<file path="src/rtl/mbinit_substate_controller_if.sv">
// Handshake bundle between the MBINIT sub-state controller, the LTSM,
// the five sub-state wrappers and the sideband TX channel.
interface mbinit_substate_controller_if;
  logic        i_MBINIT_start;
  logic [4:0]  i_sub_end;
  logic [4:0]  i_sub_error;
  logic [4:0]  i_sub_tx_valid;
  logic [19:0] i_sub_tx_msg;
  logic        i_falling_edge_busy;
  logic [4:0]  o_sub_en;
  logic [3:0]  o_TX_SbMessage;
  logic        o_ValidOutDatat;
  logic        o_MBINIT_end;
  logic        o_train_error_req;
  logic [2:0]  o_state;

  modport master (
    input  i_MBINIT_start, i_sub_end, i_sub_error, i_sub_tx_valid, i_sub_tx_msg,
           i_falling_edge_busy,
    output o_sub_en, o_TX_SbMessage, o_ValidOutDatat, o_MBINIT_end,
           o_train_error_req, o_state
  );

  modport slave (
    output i_MBINIT_start, i_sub_end, i_sub_error, i_sub_tx_valid, i_sub_tx_msg,
           i_falling_edge_busy,
    input  o_sub_en, o_TX_SbMessage, o_ValidOutDatat, o_MBINIT_end,
           o_train_error_req, o_state
  );
endinterface

</file>
<file path="src/rtl/mbinit_substate_controller.sv">
// MBINIT sequencer: walks CAL..REPAIRMB one wrapper at a time, arbitrates the
// single sideband TX channel, and raises end/error status toward the LTSM.
module mbinit_substate_controller #(
  parameter int TIMEOUT_CYCLES = 8000,
  parameter int CNT_W          = 14
) (
  input logic CLK,
  input logic rst,
  mbinit_substate_controller_if.master bus
);

  typedef enum logic [2:0] {
    ST_IDLE       = 3'd0,
    ST_CAL        = 3'd1,
    ST_REPAIRCLK  = 3'd2,
    ST_REPAIRVAL  = 3'd3,
    ST_REVERSALMB = 3'd4,
    ST_REPAIRMB   = 3'd5,
    ST_DONE       = 3'd6,
    ST_ERROR      = 3'd7
  } state_t;

  localparam logic [CNT_W-1:0] CNT_LAST = CNT_W'(TIMEOUT_CYCLES - 1);
  localparam logic [CNT_W-1:0] CNT_MAX  = {CNT_W{1'b1}};

  function automatic logic [4:0] sub_onehot(input state_t st);
    logic [4:0] oh;
    case (st)
      ST_CAL:        oh = 5'b00001;
      ST_REPAIRCLK:  oh = 5'b00010;
      ST_REPAIRVAL:  oh = 5'b00100;
      ST_REVERSALMB: oh = 5'b01000;
      ST_REPAIRMB:   oh = 5'b10000;
      default:       oh = 5'b00000;
    endcase
    return oh;
  endfunction

  state_t           state_r, next_state_s;
  logic [CNT_W-1:0] cnt_r;
  logic             inflight_r;
  logic [4:0]       sub_en_r;
  logic [3:0]       tx_msg_r;
  logic             tx_valid_r;
  logic             mbinit_end_r;
  logic             train_err_r;

  logic [4:0]       onehot_s;
  logic             sub_end_s;
  logic             sub_err_s;
  logic             fwd_valid_s;
  logic [3:0]       fwd_msg_s;

  // Next-state decision and selection of the active wrapper's sideband message
  always_comb begin
    next_state_s = state_r;
    onehot_s     = sub_onehot(state_r);
    sub_end_s    = |(bus.i_sub_end & onehot_s);
    sub_err_s    = |(bus.i_sub_error & onehot_s);
    fwd_msg_s    = 4'b0000;
    for (int k = 0; k < 5; k++) begin
      fwd_msg_s = fwd_msg_s | ({4{onehot_s[k]}} & bus.i_sub_tx_msg[4*k +: 4]);
    end

    case (state_r)
      ST_IDLE: begin
        if (bus.i_MBINIT_start) next_state_s = ST_CAL;
        else                    next_state_s = ST_IDLE;
      end
      ST_CAL, ST_REPAIRCLK, ST_REPAIRVAL, ST_REVERSALMB, ST_REPAIRMB: begin
        if (!bus.i_MBINIT_start)            next_state_s = ST_IDLE;
        else if (sub_err_s)                 next_state_s = ST_ERROR;
        else if (sub_end_s && !inflight_r)  next_state_s = state_t'(state_r + 3'd1);
        else if (cnt_r >= CNT_LAST)         next_state_s = ST_ERROR;
        else                                next_state_s = state_r;
      end
      ST_DONE, ST_ERROR: begin
        if (!bus.i_MBINIT_start) next_state_s = ST_IDLE;
        else                     next_state_s = state_r;
      end
      default: next_state_s = ST_IDLE;
    endcase

    // A message racing the error transition is suppressed so nothing leaks in ERROR
    fwd_valid_s = (|(bus.i_sub_tx_valid & onehot_s)) && (next_state_s != ST_ERROR);
  end

  // State, timeout counter, in-flight flag and all registered outputs
  always_ff @(posedge CLK or posedge rst) begin
    if (rst) begin
      state_r      <= ST_IDLE;
      cnt_r        <= {CNT_W{1'b0}};
      inflight_r   <= 1'b0;
      sub_en_r     <= 5'b00000;
      tx_msg_r     <= 4'b0000;
      tx_valid_r   <= 1'b0;
      mbinit_end_r <= 1'b0;
      train_err_r  <= 1'b0;
    end else begin
      state_r <= next_state_s;
      if (next_state_s != state_r)          cnt_r <= {CNT_W{1'b0}};
      else if ((|onehot_s) && cnt_r != CNT_MAX) cnt_r <= cnt_r + {{(CNT_W-1){1'b0}}, 1'b1};
      else                                  cnt_r <= cnt_r;
      if (tx_valid_r)                   inflight_r <= 1'b1;
      else if (bus.i_falling_edge_busy) inflight_r <= 1'b0;
      else                              inflight_r <= inflight_r;
      sub_en_r     <= sub_onehot(next_state_s);
      tx_valid_r   <= fwd_valid_s;
      tx_msg_r     <= fwd_valid_s ? fwd_msg_s : 4'b0000;
      mbinit_end_r <= (next_state_s == ST_DONE);
      train_err_r  <= (next_state_s == ST_ERROR);
    end
  end

  assign bus.o_sub_en          = sub_en_r;
  assign bus.o_TX_SbMessage    = tx_msg_r;
  assign bus.o_ValidOutDatat   = tx_valid_r;
  assign bus.o_MBINIT_end      = mbinit_end_r;
  assign bus.o_train_error_req = train_err_r;
  assign bus.o_state           = state_r;

endmodule

</file>
<file path="src/flat_wrapper.sv">
// flat-port wrapper written by rule: the top's interface ports become plain ports
module mbinit_substate_controller_flat 
#(
  parameter int TIMEOUT_CYCLES = 8000,
  parameter int CNT_W          = 14
)
  (CLK, rst, bus_i_MBINIT_start, bus_i_sub_end, bus_i_sub_error, bus_i_sub_tx_valid, bus_i_sub_tx_msg, bus_i_falling_edge_busy, bus_o_sub_en, bus_o_TX_SbMessage, bus_o_ValidOutDatat, bus_o_MBINIT_end, bus_o_train_error_req, bus_o_state);
  mbinit_substate_controller_if bus_i ();
  input logic CLK;
  input logic rst;
  input wire logic [$bits(bus_i.i_MBINIT_start)-1:0] bus_i_MBINIT_start;
  input wire logic [$bits(bus_i.i_sub_end)-1:0] bus_i_sub_end;
  input wire logic [$bits(bus_i.i_sub_error)-1:0] bus_i_sub_error;
  input wire logic [$bits(bus_i.i_sub_tx_valid)-1:0] bus_i_sub_tx_valid;
  input wire logic [$bits(bus_i.i_sub_tx_msg)-1:0] bus_i_sub_tx_msg;
  input wire logic [$bits(bus_i.i_falling_edge_busy)-1:0] bus_i_falling_edge_busy;
  output wire logic [$bits(bus_i.o_sub_en)-1:0] bus_o_sub_en;
  output wire logic [$bits(bus_i.o_TX_SbMessage)-1:0] bus_o_TX_SbMessage;
  output wire logic [$bits(bus_i.o_ValidOutDatat)-1:0] bus_o_ValidOutDatat;
  output wire logic [$bits(bus_i.o_MBINIT_end)-1:0] bus_o_MBINIT_end;
  output wire logic [$bits(bus_i.o_train_error_req)-1:0] bus_o_train_error_req;
  output wire logic [$bits(bus_i.o_state)-1:0] bus_o_state;
  assign bus_i.i_MBINIT_start = bus_i_MBINIT_start;
  assign bus_i.i_sub_end = bus_i_sub_end;
  assign bus_i.i_sub_error = bus_i_sub_error;
  assign bus_i.i_sub_tx_valid = bus_i_sub_tx_valid;
  assign bus_i.i_sub_tx_msg = bus_i_sub_tx_msg;
  assign bus_i.i_falling_edge_busy = bus_i_falling_edge_busy;
  assign bus_o_sub_en = bus_i.o_sub_en;
  assign bus_o_TX_SbMessage = bus_i.o_TX_SbMessage;
  assign bus_o_ValidOutDatat = bus_i.o_ValidOutDatat;
  assign bus_o_MBINIT_end = bus_i.o_MBINIT_end;
  assign bus_o_train_error_req = bus_i.o_train_error_req;
  assign bus_o_state = bus_i.o_state;
  mbinit_substate_controller #(.TIMEOUT_CYCLES(TIMEOUT_CYCLES), .CNT_W(CNT_W)) u_core (.CLK(CLK), .rst(rst), .bus(bus_i));
endmodule
</file>
<file path="config.mk">
export PLATFORM = sky130hd
export DESIGN_NAME = mbinit_substate_controller_flat
export DESIGN_NICKNAME = d
export VERILOG_FILES = /design/src/rtl/mbinit_substate_controller_if.sv /design/src/rtl/mbinit_substate_controller.sv /design/src/flat_wrapper.sv
export SDC_FILE = /design/constraint.sdc
export NUM_CORES = 1
export LEC_CHECK = 0
export CORE_MARGIN = 4
export CORE_UTILIZATION = 40
export DETAILED_ROUTE_END_ITERATION = 10
export PLACE_DENSITY = 0.68
export SETUP_SLACK_MARGIN = 0.1
export SYNTH_ARGS = -nofsm -noshare
export SYNTH_HDL_FRONTEND = slang
export SYNTH_SLANG_ARGS = --single-unit
</file>
<file path="constraint.sdc">
create_clock -name CLK -period 6.2 [get_ports CLK]
set_clock_uncertainty 0.1 [all_clocks]
set_input_delay 1.24 -clock CLK [delete_from_list [all_inputs] [get_ports CLK]]
set_output_delay 1.24 -clock CLK [all_outputs]
set_load 0.005 [all_outputs]
</file>
==> impl_metrics.csv, run 1 <==
group,metric,value,unit
status,status,"finished, final reports clean",
timing,timing.setup.tns,0,ns
yosys,yosysWarnings,0,
clock_network,cts_made_buffers,5,
final_layout,syn_to_final_growth,33.8,%
clock_network,clk_pin_slew_worst_paths,0.07,ns
route,vias_per_cell,5.55,
route,vias,1905,
yosys,synth_edf_count,0,
yosys,ys_seq_area_share,35.8,%
clock_network,cts.repair.resized,0,
clock_network,clk_path_buf_depth,2,
floorplanning,io_pins,54,
timing,timing.slew.headroom,19.9,%
route,dr.pass1.iters,4,
yosys,ys_async_sr_fraction,100,%
final_layout,multi_input_area,1210,um^2
setup_path,crit_type,"reg -> reg",
final_layout,regArea,751,um^2
power_and_ir_drop,p_leak,1.19,nW
yosys,ys_types,56,
yosys,synth_flop_cell,"dfrtp_1",
route,drt-initial-drc-count,181,
placed_design,gp_congestion,0.806,
final_layout,fin_util,54.9,%
global_route,grt_max_degree,31,
final_layout,fin_nets,318,
setup_path,r2r-end,"u_core.cnt_r[10]$_DFFE_PP0P_",
timing,worst_pin_slew,1.19,ns
clock_network,postCtsHoldBufs,0,
placed_design,place.detailed.hpwl,3920,um
yosys,synth_seq_cells,30,
timing,slew_violations,0,
clock_network,clockRootBuffer,"clkbuf_8",
flow_run,maxCapViolations,0,
power_and_ir_drop,power,0.000778,W
setup_path,r2r_cells,7,
yosys,synth_area,2090,um^2
setup_path,cp-end-kind,"flip-flop",
timing,rsz0062_at_grt,"no",
floorplanning,fp.dieH,80.4,um
clock_network,cts_setup_buffers,0,
setup_path,critPathRequiredTime,6.27,ns
min_path,hp-class,"reg -> reg",
route,wirelength,5380,um
route,postRouteAntennaNets,0,
global_route,track_usage,17.9,%
global_route,antenna_found_initial,0,
setup_path,startpoint,"u_core.bus.o_state[2]$_DFF_PP0_",
clock_network,cts.sinks,30,
yosys,avgSynthCellArea,9.43,um^2
setup_path,reg2reg_from,"u_core.bus.o_state[2]$_DFF_PP0_",
yosys,synthCells,222,
route,wl_per_cell,15.7,um
yosys,synth.net_count,268,
final_layout,n_antenna_cell,0,
global_route,overflow,0,
floorplanning,die-area,6460,um^2
clock_network,clock_latency,0.28,ns
power_and_ir_drop,p_per_area,278,nW/um^2
timing,finalSetupViolations,0,
floorplanning,dieWidth,80.4,um
final_layout,nFillCells,468,
route,drt_drc_violations_left,0,
floorplanning,initial_core_util,41.0,%
placed_design,io_buffers,53,
timing,fin_crit_sh,61.0,%
final_layout,drive_above_1_share,9.89,%
setup_path,crit_arrival,3.86,ns
power_and_ir_drop,peakVddDrop,153,uV
setup_path,path_max_fanout,25,
clock_network,htreeDepth,2,
global_route,grt_pass1_vias,1900,
floorplanning,rows,26,
clock_network,cts_tree,"built",
timing,hold_viol,0,
floorplanning,core_area,5110,um^2
global_route,grt_pass1_wl,9130,um
setup_path,start_kind,"flip-flop",
timing,period_needed,3.78,ns
setup_path,r2r_setup_slack,2.42,ns
setup_path,endpoint,"u_core.cnt_r[10]$_DFFE_PP0P_",
timing,fmax,0.264,GHz
synth_stat cells, types with 3 or more instances:
library cell	instances	area, um^2
nand3_1	13	65.1
inv_1	17	63.8
a311oi_1	5	43.8
clkbuf_1	5	18.8
a31oi_1	3	18.8
nor3_2	10	100
ha_1	7	87.6
nor2_1	6	22.5
or2_1	3	18.8
a21oi_1	4	20.0
xnor2_1	12	105
a21boi_0	4	30.0
dfrtp_1	30	751
and3b_1	3	26.3
buf_2	4	20.0
a211oi_1	8	60.1
a21o_1	5	37.5
and3_1	5	31.3
a222oi_1	5	50.1
o21ai_0	9	45.0
mux2i_1	3	30.0
a211o_1	3	26.3
nor3b_1	3	22.5
nor3_1	6	30.0
nand2_1	12	45.0
where the power goes:
part / internal, W / total [W] / switching [W]
clock network: 0.000171 / 0.000245 / 0.0000736
registers: 0.000215 / 0.000243 / 0.0000282
logic: 0.000126 / 0.000290 / 0.000164
total: 0.000512 / 0.000778 / 0.000266
worst min-delay path by stage:
stage | startpoint | to | slack, ns | cells past startpoint
final | u_core.bus.o_ValidOutDatat$_DFF_PP0_ | u_core.inflight_r$_DFFE_PP0P_ | 0.36 | 1
after global placement | u_core.bus.o_ValidOutDatat$_DFF_PP0_ | u_core.inflight_r$_DFFE_PP0P_ | 0.36 | 1
after floorplan | u_core.bus.o_ValidOutDatat$_DFF_PP0_ | u_core.inflight_r$_DFFE_PP0P_ | 0.35 | 1
after detailed placement | u_core.bus.o_ValidOutDatat$_DFF_PP0_ | u_core.inflight_r$_DFFE_PP0P_ | 0.36 | 1
after CTS | u_core.bus.o_ValidOutDatat$_DFF_PP0_ | u_core.inflight_r$_DFFE_PP0P_ | 0.37 | 1
after global routing | u_core.bus.o_ValidOutDatat$_DFF_PP0_ | u_core.inflight_r$_DFFE_PP0P_ | 0.39 | 1
state kept, by name, indices dropped and copies added (netlist names):
signal	cells
u_core.bus.o_MBINIT_end	1
u_core.bus.o_TX_SbMessage	4
u_core.bus.o_ValidOutDatat	1
u_core.bus.o_state	3
u_core.bus.o_sub_en	5
u_core.bus.o_train_error_req	1
u_core.cnt_r	14
u_core.inflight_r	1
final cells by class:
cell class / instances / share of cell area (%)
sequential: 30 / 26.8
timing repair buffer: 55 / 19.5
clock buffer: 6 / 2.95
tap: 70 / 3.13
inverter: 17 / 2.28
multi-input combinational: 163 / 43.2
clock inverter: 2 / 2.14
placed cells by master, fill, tap and decap left out, types with 2 or more instances in the layout:
cell             instances
nor3_2                  10
bufinv_16                2
clkdlybuf4s50_1         53
a21boi_0                 4
a211oi_1                 8
a2111oi_0                2
nor4_1                   2
and3b_1                  3
a222oi_1                 5
nand2_1                 12
buf_4                    2
inv_1                   17
o21ai_0                  9
a21o_1                   5
nand3_1                 13
dfrtp_1                 30
or2_1                    3
mux2i_1                  3
nor3b_1                  3
xnor2_1                 12
a311oi_1                 5
clkbuf_8                 6
and3_1                   5
and4_1                   2
or3_1                    2
o41ai_1                  2
a211o_1                  3
a21oi_1                  4
nor2_1                   6
nor3_1                   6
a31oi_1                  3
ha_1                     7
kinds of logic (layout without fill, tap and decap cells):
group / after synthesis / in the layout / share of synthesized area, %
buffers and inverters: 29 / 80 / 6.33
flip-flops: 30 / 30 / 35.8
multiplexers: 4 / 4 / 1.97
adder cells (fa/ha/maj): 7 / 7 / 4.18
XOR/XNOR: 12 / 12 / 5.02
AO/OA/AOI/OAI: 65 / 65 / 24.7
AND/OR/NAND/NOR: 75 / 75 / 21.9
critical path, stage by stage (launching register included):
cell     delay (ns)
dfrtp_1        0.80
ha_1           0.51
or2_0          0.31
a32o_2         0.29
a211o_1        0.31
o41ai_1        0.36
nand3_1        0.60
nor3_1         0.38
metrics by stage:
stage / std cells / cell area [um^2] / hold WS (ns) / setup WS (ns)
CTS: 343 / 2800 / 0.374 / 2.38
detailed placement: 335 / 2660 / 0.360 / 2.17
floorplan: 222 / 2090 / 0.351 / 3.33
finish: 343 / 2800 / 0.365 / 2.42
global route: 343 / 2800 / 0.395 / 2.12
global placement: 335 / 2660 / 0.358 / 2.31
routing by layer:
| metal | share of wire (%) | global-route usage, % |
|---|---|---|
| met1 | 45 | 23.2 |
| met2 | 48 | 29.1 |
| met3 | 5.7 | 5.72 |
| met4 | 1.2 | 4.05 |
| met5 | 0 | 0 |
No activity file was read; power rests on OpenSTA's default activity.
==> run 2, diff against run 1 <==
--- a/config.mk
+++ b/config.mk
@@ -8,7 +8,7 @@
 export CORE_MARGIN = 4
 export CORE_UTILIZATION = 40
 export DETAILED_ROUTE_END_ITERATION = 10
-export PLACE_DENSITY = 0.68
+export PLACE_DENSITY = 0.7
 export SETUP_SLACK_MARGIN = 0.1
 export SYNTH_ARGS = -nofsm -noshare
 export SYNTH_HDL_FRONTEND = slang
==> constraint.sdc (replaced) <==
create_clock -name CLK -period 3.1 [get_ports CLK]
set_clock_uncertainty 0.1 [all_clocks]
set_input_delay 0.62 -clock CLK [delete_from_list [all_inputs] [get_ports CLK]]
set_output_delay 0.62 -clock CLK [all_outputs]
set_load 0.005 [all_outputs]
==> run 2 against run 1 <==
  * Final cell count up 3.2%
  * Global-route usage grew 0.34 points
  * Routed wire length grew 4.1%
  * Total power grew 88%
  * Die area did not move
  * Design area up 1.6%
  * Sequential power is 92% higher
  * Non-clock buffer count increased by 11
  * First-iteration DRC count is 1.1% higher
  * Sequential share of layout area is 0.37 points lower
  * Worst setup slack worse by 2.2 ns
  * Hold slack better by 0.0011 ns
  * Largest power group unchanged
==> impl_metrics.csv, run 2 (synthesized netlist as in run 1, its figures left out) <==
group,metric,value,unit
setup_path,reg2reg_from,"u_core.bus.o_state[0]$_DFF_PP0_",
clock_network,clk_pin_slew_worst_paths,0.07,ns
global_route,grt_pass1_wl,9270,um
final_layout,layout_commonest_cell,"clkdlybuf4s50_1",
floorplanning,rows,26,
final_layout,multi_input_area,1220,um^2
floorplanning,dieWidth,80.4,um
clock_network,cts_tree,"built",
timing,rsz0062_at_grt,"no",
route,postRouteAntennaNets,0,
setup_path,crit_type,"reg -> reg",
setup_path,path_max_fanout,14,
final_layout,n_antenna_cell,0,
setup_path,critPathMaxStageDelay,0.47,ns
clock_network,cts_setup_buffers,0,
global_route,met3_usage,4.60,%
timing,timing.hold.ws,0.366,ns
clock_network,cts.repair.resized,0,
global_route,antenna_found_initial,0,
final_layout,nFillCells,472,
route,wirelength,5600,um
clock_network,postCtsHoldBufs,0,
final_layout,final_cells,354,
power_and_ir_drop,p_leak,1.22,nW
flow_run,maxCapViolations,0,
clock_network,htreeDepth,2,
setup_path,cp_cell_sequence,"inv_1, ha_1, and3_1, a32o_2, a211o_1, o41ai_1, nand3_1, buf_4, nor3_1",
setup_path,critPathRequiredTime,3.19,ns
setup_path,crit_arrival,2.99,ns
setup_path,slowest_stage,"dfrtp_1",
clock_network,clockRootBuffer,"clkbuf_8",
global_route,overflow,0,
global_route,track_usage,18.3,%
global_route,grt_pass1_vias,1989,
global_route,grt_max_degree,31,
route,dr.pass1.iters,5,
route,vias_per_cell,5.67,
setup_path,r2r-end,"u_core.cnt_r[12]$_DFFE_PP0P_",
floorplanning,initial_core_util,41.0,%
setup_path,r2r_cells,9,
final_layout,regArea,752,um^2
floorplanning,io_pins,54,
timing,worst_pin_slew,0.641,ns
setup_path,start_kind,"flip-flop",
placed_design,dpl.cell_count,346,
timing,slew_violations,0,
route,vias,2006,
clock_network,clock_latency,0.28,ns
final_layout,layout_common_cells,"clkdlybuf4s50_1 (53), dfrtp_1 (29), inv_1 (17)",
placed_design,io_buffers,53,
placed_design,placedInstanceArea,2740,um^2
final_layout,largest_reg_flops,14,
timing,fin_crit_sh,93.4,%
status,status,"finished, final reports clean",
clock_network,cts.sinks,30,
clock_network,cts_made_buffers,5,
timing,timing.setup.tns,0,ns
placed_design,place.detailed.hpwl,4130,um
power_and_ir_drop,p_per_area,515,nW/um^2
clock_network,clk_path_buf_depth,2,
setup_path,cp-end-kind,"flip-flop",
power_and_ir_drop,peakVddDrop,381,uV
final_layout,fin_util,55.7,%
floorplanning,core_area,5110,um^2
final_layout,drive_above_1_share,14.1,%
timing,timing.slew.headroom,57.1,%
route,drt_drc_violations_left,0,
floorplanning,die-area,6460,um^2
setup_path,r2r_setup_slack,0.21,ns
final_layout,fin_nets,329,
floorplanning,fp.dieH,80.4,um
timing,hold_viol,0,
final_layout,regMostFlops,"u_core.cnt_r",
route,drt-initial-drc-count,183,
global_route,grt_util_met1,23.4,%
timing,finalSetupViolations,0,
placed_design,gp_congestion,0.881,
final_layout,syn_to_final_growth,35.8,%
final_layout,final_area,2850,um^2
global_route,busiest_layer,"met2",
min_path,hp-class,"reg -> reg",
route,wl_per_cell,15.8,um
setup_path,endpoint,"u_core.cnt_r[12]$_DFFE_PP0P_",
setup_path,startpoint,"u_core.bus.o_state[0]$_DFF_PP0_",
timing,period_needed,2.89,ns
timing,fmax,0.346,GHz
global_route,met2_usage,29.9,%
[run 2: worst min-delay path by stage]
stage / from / endpoint / cells past startpoint
finish: u_core.bus.o_ValidOutDatat$_DFF_PP0_ / u_core.inflight_r$_DFFE_PP0P_ / 1
global route: u_core.bus.o_ValidOutDatat$_DFF_PP0_ / u_core.inflight_r$_DFFE_PP0P_ / 1
CTS: u_core.bus.o_ValidOutDatat$_DFF_PP0_ / u_core.inflight_r$_DFFE_PP0P_ / 1
detailed placement: u_core.bus.o_ValidOutDatat$_DFF_PP0_ / u_core.inflight_r$_DFFE_PP0P_ / 1
global placement: u_core.bus.o_ValidOutDatat$_DFF_PP0_ / u_core.inflight_r$_DFFE_PP0P_ / 1
floorplan: u_core.bus.o_ValidOutDatat$_DFF_PP0_ / u_core.inflight_r$_DFFE_PP0P_ / 1
[run 2: final cells by class]
cell class                      count  area share [%]
Clock buffer                        6            2.90
Clock inverter                      2           0.440
Tap cell                           70            3.08
Multi-Input combinational cell    163            42.8
Inverter                           17            2.24
Sequential cell                    30            26.4
Timing Repair Buffer               66            22.1
[run 2: critical path, delay by kind of cell (launching register included)]
kind | cells | cell delay [ns]
AO/OA/AOI/OAI | 3 | 1.04
adder cells (fa/ha/maj) | 1 | 0.26
buffers and inverters | 2 | 0.34
flip-flops | 1 | 0.47
AND/OR/NAND/NOR | 3 | 0.58
[run 2: metrics by stage]
step	setup WS (ns)	total power, W
5_1_grt	0.106	0.00156
3_3_place_gp	0.283	0.00112
2_1_floorplan	0.406	0.000882
6_report	0.206	0.00147
3_5_place_dp	0.216	0.00113
4_1_cts	0.213	0.00146
[run 2: power breakdown]
| part | switching (W) | total (W) | internal (W) |
|---|---|---|---|
| Clock | 0.000149 | 0.000327 | 0.000178 |
| Combinational | 0.000373 | 0.000673 | 0.000300 |
| Sequential | 0.0000367 | 0.000466 | 0.000430 |
| Total | 0.000559 | 0.00147 | 0.000908 |
[run 2: routing by layer]
layer  part of all wire (%)  vias to the layer above
met4                    2.1                        0
met3                    6.1                       15
li1                       -                      957
met5                      0                        -
met1                     43                      948
met2                     49                       86
==> run 3, diff against run 2 <==
--- a/config.mk
+++ b/config.mk
@@ -7,8 +7,9 @@
 export LEC_CHECK = 0
 export CORE_MARGIN = 4
 export CORE_UTILIZATION = 40
+export CTS_CLUSTER_SIZE = 30
 export DETAILED_ROUTE_END_ITERATION = 10
-export PLACE_DENSITY = 0.7
+export PLACE_DENSITY_LB_ADDON = 0.1
 export SETUP_SLACK_MARGIN = 0.1
 export SYNTH_ARGS = -nofsm -noshare
 export SYNTH_HDL_FRONTEND = slang
==> run 3 against run 2 <==
  * Final cell count down 0.28%
  * Worst setup slack better by 0.11 ns
  * Critical path depth down 1
  * First-iteration DRC count unchanged
  * Global-route usage up 0.12 points
  * Combinational power down 3%
  * Routed wire length down 3.2%
  * Sequential power about the same
  * Fmax up 3.8%
==> impl_metrics.csv, run 3 (synthesized netlist as in run 1, its figures left out) <==
group,metric,value,unit
status,status,"finished, final reports clean",
setup_path,startpoint,"u_core.bus.o_state[1]$_DFF_PP0_",
final_layout,layout_common_cells,"clkdlybuf4s50_1 (53), dfrtp_1 (28), inv_1 (17)",
global_route,grt_max_degree,31,
flow_run,maxCapViolations,0,
timing,rsz0062_at_grt,"no",
final_layout,syn_to_final_growth,38.1,%
route,wl_per_cell,15.3,um
final_layout,regMostFlops,"u_core.cnt_r",
power_and_ir_drop,p_int,0.00107,W
setup_path,crit_family,"compound AO/OA/AOI/OAI gates",
power_and_ir_drop,p_clk_share,30.3,%
timing,period_needed,2.79,ns
timing,worst_pin_slew,0.660,ns
power_and_ir_drop,switching_share,33.5,%
global_route,overflow,0,
power_and_ir_drop,p_comb_share,40.6,%
timing,fmax,0.359,GHz
timing,fin_crit_sh,89.9,%
clock_network,clk_path_buf_depth,2,
final_layout,fin_nets,328,
setup_path,reg2reg_from,"u_core.bus.o_state[1]$_DFF_PP0_",
timing,hold_viol,0,
global_route,grt_pass1_vias,1923,
min_path,hp-class,"reg -> reg",
setup_path,crit_type,"reg -> reg",
clock_network,cts_made_buffers,5,
timing,timing.slew.headroom,55.8,%
route,drt-initial-drc-count,183,
power_and_ir_drop,power,0.00161,W
power_and_ir_drop,pwr-share-seq,29.1,%
clock_network,clockRootBuffer,"clkbuf_8",
clock_network,clk_pin_slew_worst_paths,0.07,ns
floorplanning,fp.dieH,80.4,um
setup_path,path_max_fanout,13,
power_and_ir_drop,peakVddDrop,343,uV
setup_path,critPathRequiredTime,3.17,ns
setup_path,critPathMaxStageDelay,0.44,ns
setup_path,cp-end-kind,"flip-flop",
timing,finalSetupViolations,0,
floorplanning,initial_core_util,41.0,%
clock_network,cts_tree,"built",
global_route,track_usage,18.4,%
placed_design,dpl.cell_count,344,
placed_design,place.detailed.hpwl,4130,um
placed_design,io_buffers,53,
setup_path,cp_cell_sequence,"inv_1, ha_1, and2b_1, o21a_2, a211oi_4, o21ai_1, o211a_1, a311oi_1",
placed_design,gp_congestion,0.832,
timing,timing.setup.tns,0,ns
clock_network,htreeDepth,2,
floorplanning,rows,26,
power_and_ir_drop,switchingPower,0.000540,W
global_route,grt_pass1_wl,9330,um
floorplanning,io_pins,54,
setup_path,start_kind,"flip-flop",
power_and_ir_drop,p_per_area,557,nW/um^2
clock_network,clock_latency,0.27,ns
floorplanning,dieWidth,80.4,um
route,postRouteAntennaNets,0,
power_and_ir_drop,p_leak,1.24,nW
global_route,antenna_found_initial,0,
floorplanning,core_area,5110,um^2
floorplanning,die-area,6460,um^2
final_layout,largest_reg_flops,14,
min_path,hp-start,"u_core.bus.o_ValidOutDatat$_DFF_PP0_",
route,dr.pass1.iters,5,
final_layout,final_cells,353,
route,drt_drc_violations_left,0,
route,vias_per_cell,5.44,
setup_path,crit_arrival,2.86,ns
route,wirelength,5420,um
final_layout,layout_commonest_cell,"clkdlybuf4s50_1",
final_layout,drive_above_1_share,14.5,%
setup_path,r2r_setup_slack,0.31,ns
timing,slew_violations,0,
clock_network,cts.sinks,30,
route,vias,1921,
setup_path,crit_buf_inv,1,
final_layout,n_antenna_cell,0,
setup_path,slowest_stage,"dfrtp_2",
==> run 3: what timing repair did <==
action                                  4_1_cts  5_1_grt
setup buffers                                 0        1
hold buffers                                  0        0
gates resized for setup                       0        5
endpoints found under the setup margin        0       26
==> run 3: cell type report <==
| cell class | count | area, um^2 |
|---|---|---|
| sequential | 30 | 753 |
| clock inverter | 2 | 60.1 |
| tap | 70 | 87.6 |
| timing repair buffer | 65 | 621 |
| multi-input combinational | 163 | 1220 |
| inverter | 17 | 63.8 |
| clock buffer | 6 | 82.6 |
| fill | 455 | 2220 |
==> run 3: per-stage QoR <==
step           cell area [um^2]  util, %  worst slack [ns]  hold slack [ns]
5_1_grt                    2890     56.6             0.110            0.440
4_1_cts                    2870     56.2             0.150            0.425
6_report                   2890     56.6             0.313            0.416
3_5_place_dp               2730     53.4             0.188            0.409
3_3_place_gp               2730     53.4             0.190            0.426
2_1_floorplan              2090        -             0.406            0.351
==> run 3: routing by layer <==
layer	share of wire (%)	track usage, %	vias to the layer above	routed length [um]
met5	0	0	-	0
met4	0.70	4.22	0	38
met3	5.6	4.82	6	305
met2	47	29.3	55	2570
met1	46	24.9	903	2500
li1	-	-	957	-
==> run 3: final timing paths <==
path                                                     endpoint  cells past startpoint
setup / recovery           u_core.bus.o_TX_SbMessage[0]$_DFF_PP0_                      8
hold / removal                      u_core.inflight_r$_DFFE_PP0P_                      1
setup reg to reg           u_core.bus.o_TX_SbMessage[0]$_DFF_PP0_                      8
hold reg to reg                     u_core.inflight_r$_DFFE_PP0P_                      1
max in group asynchronous         u_core.bus.o_state[0]$_DFF_PP0_                      3
min in group asynchronous             u_core.cnt_r[0]$_DFFE_PP0P_                      3
==> run 3: power groups by stage <==
stage	combinational (W)	clock, W	sequential, W
floorplan	0.000411	0	0.000471
global placement	0.000647	0	0.000475
detailed placement	0.000643	0	0.000475
CTS	0.000646	0.000500	0.000468
global route	0.000723	0.000522	0.000475
finish	0.000653	0.000488	0.000469
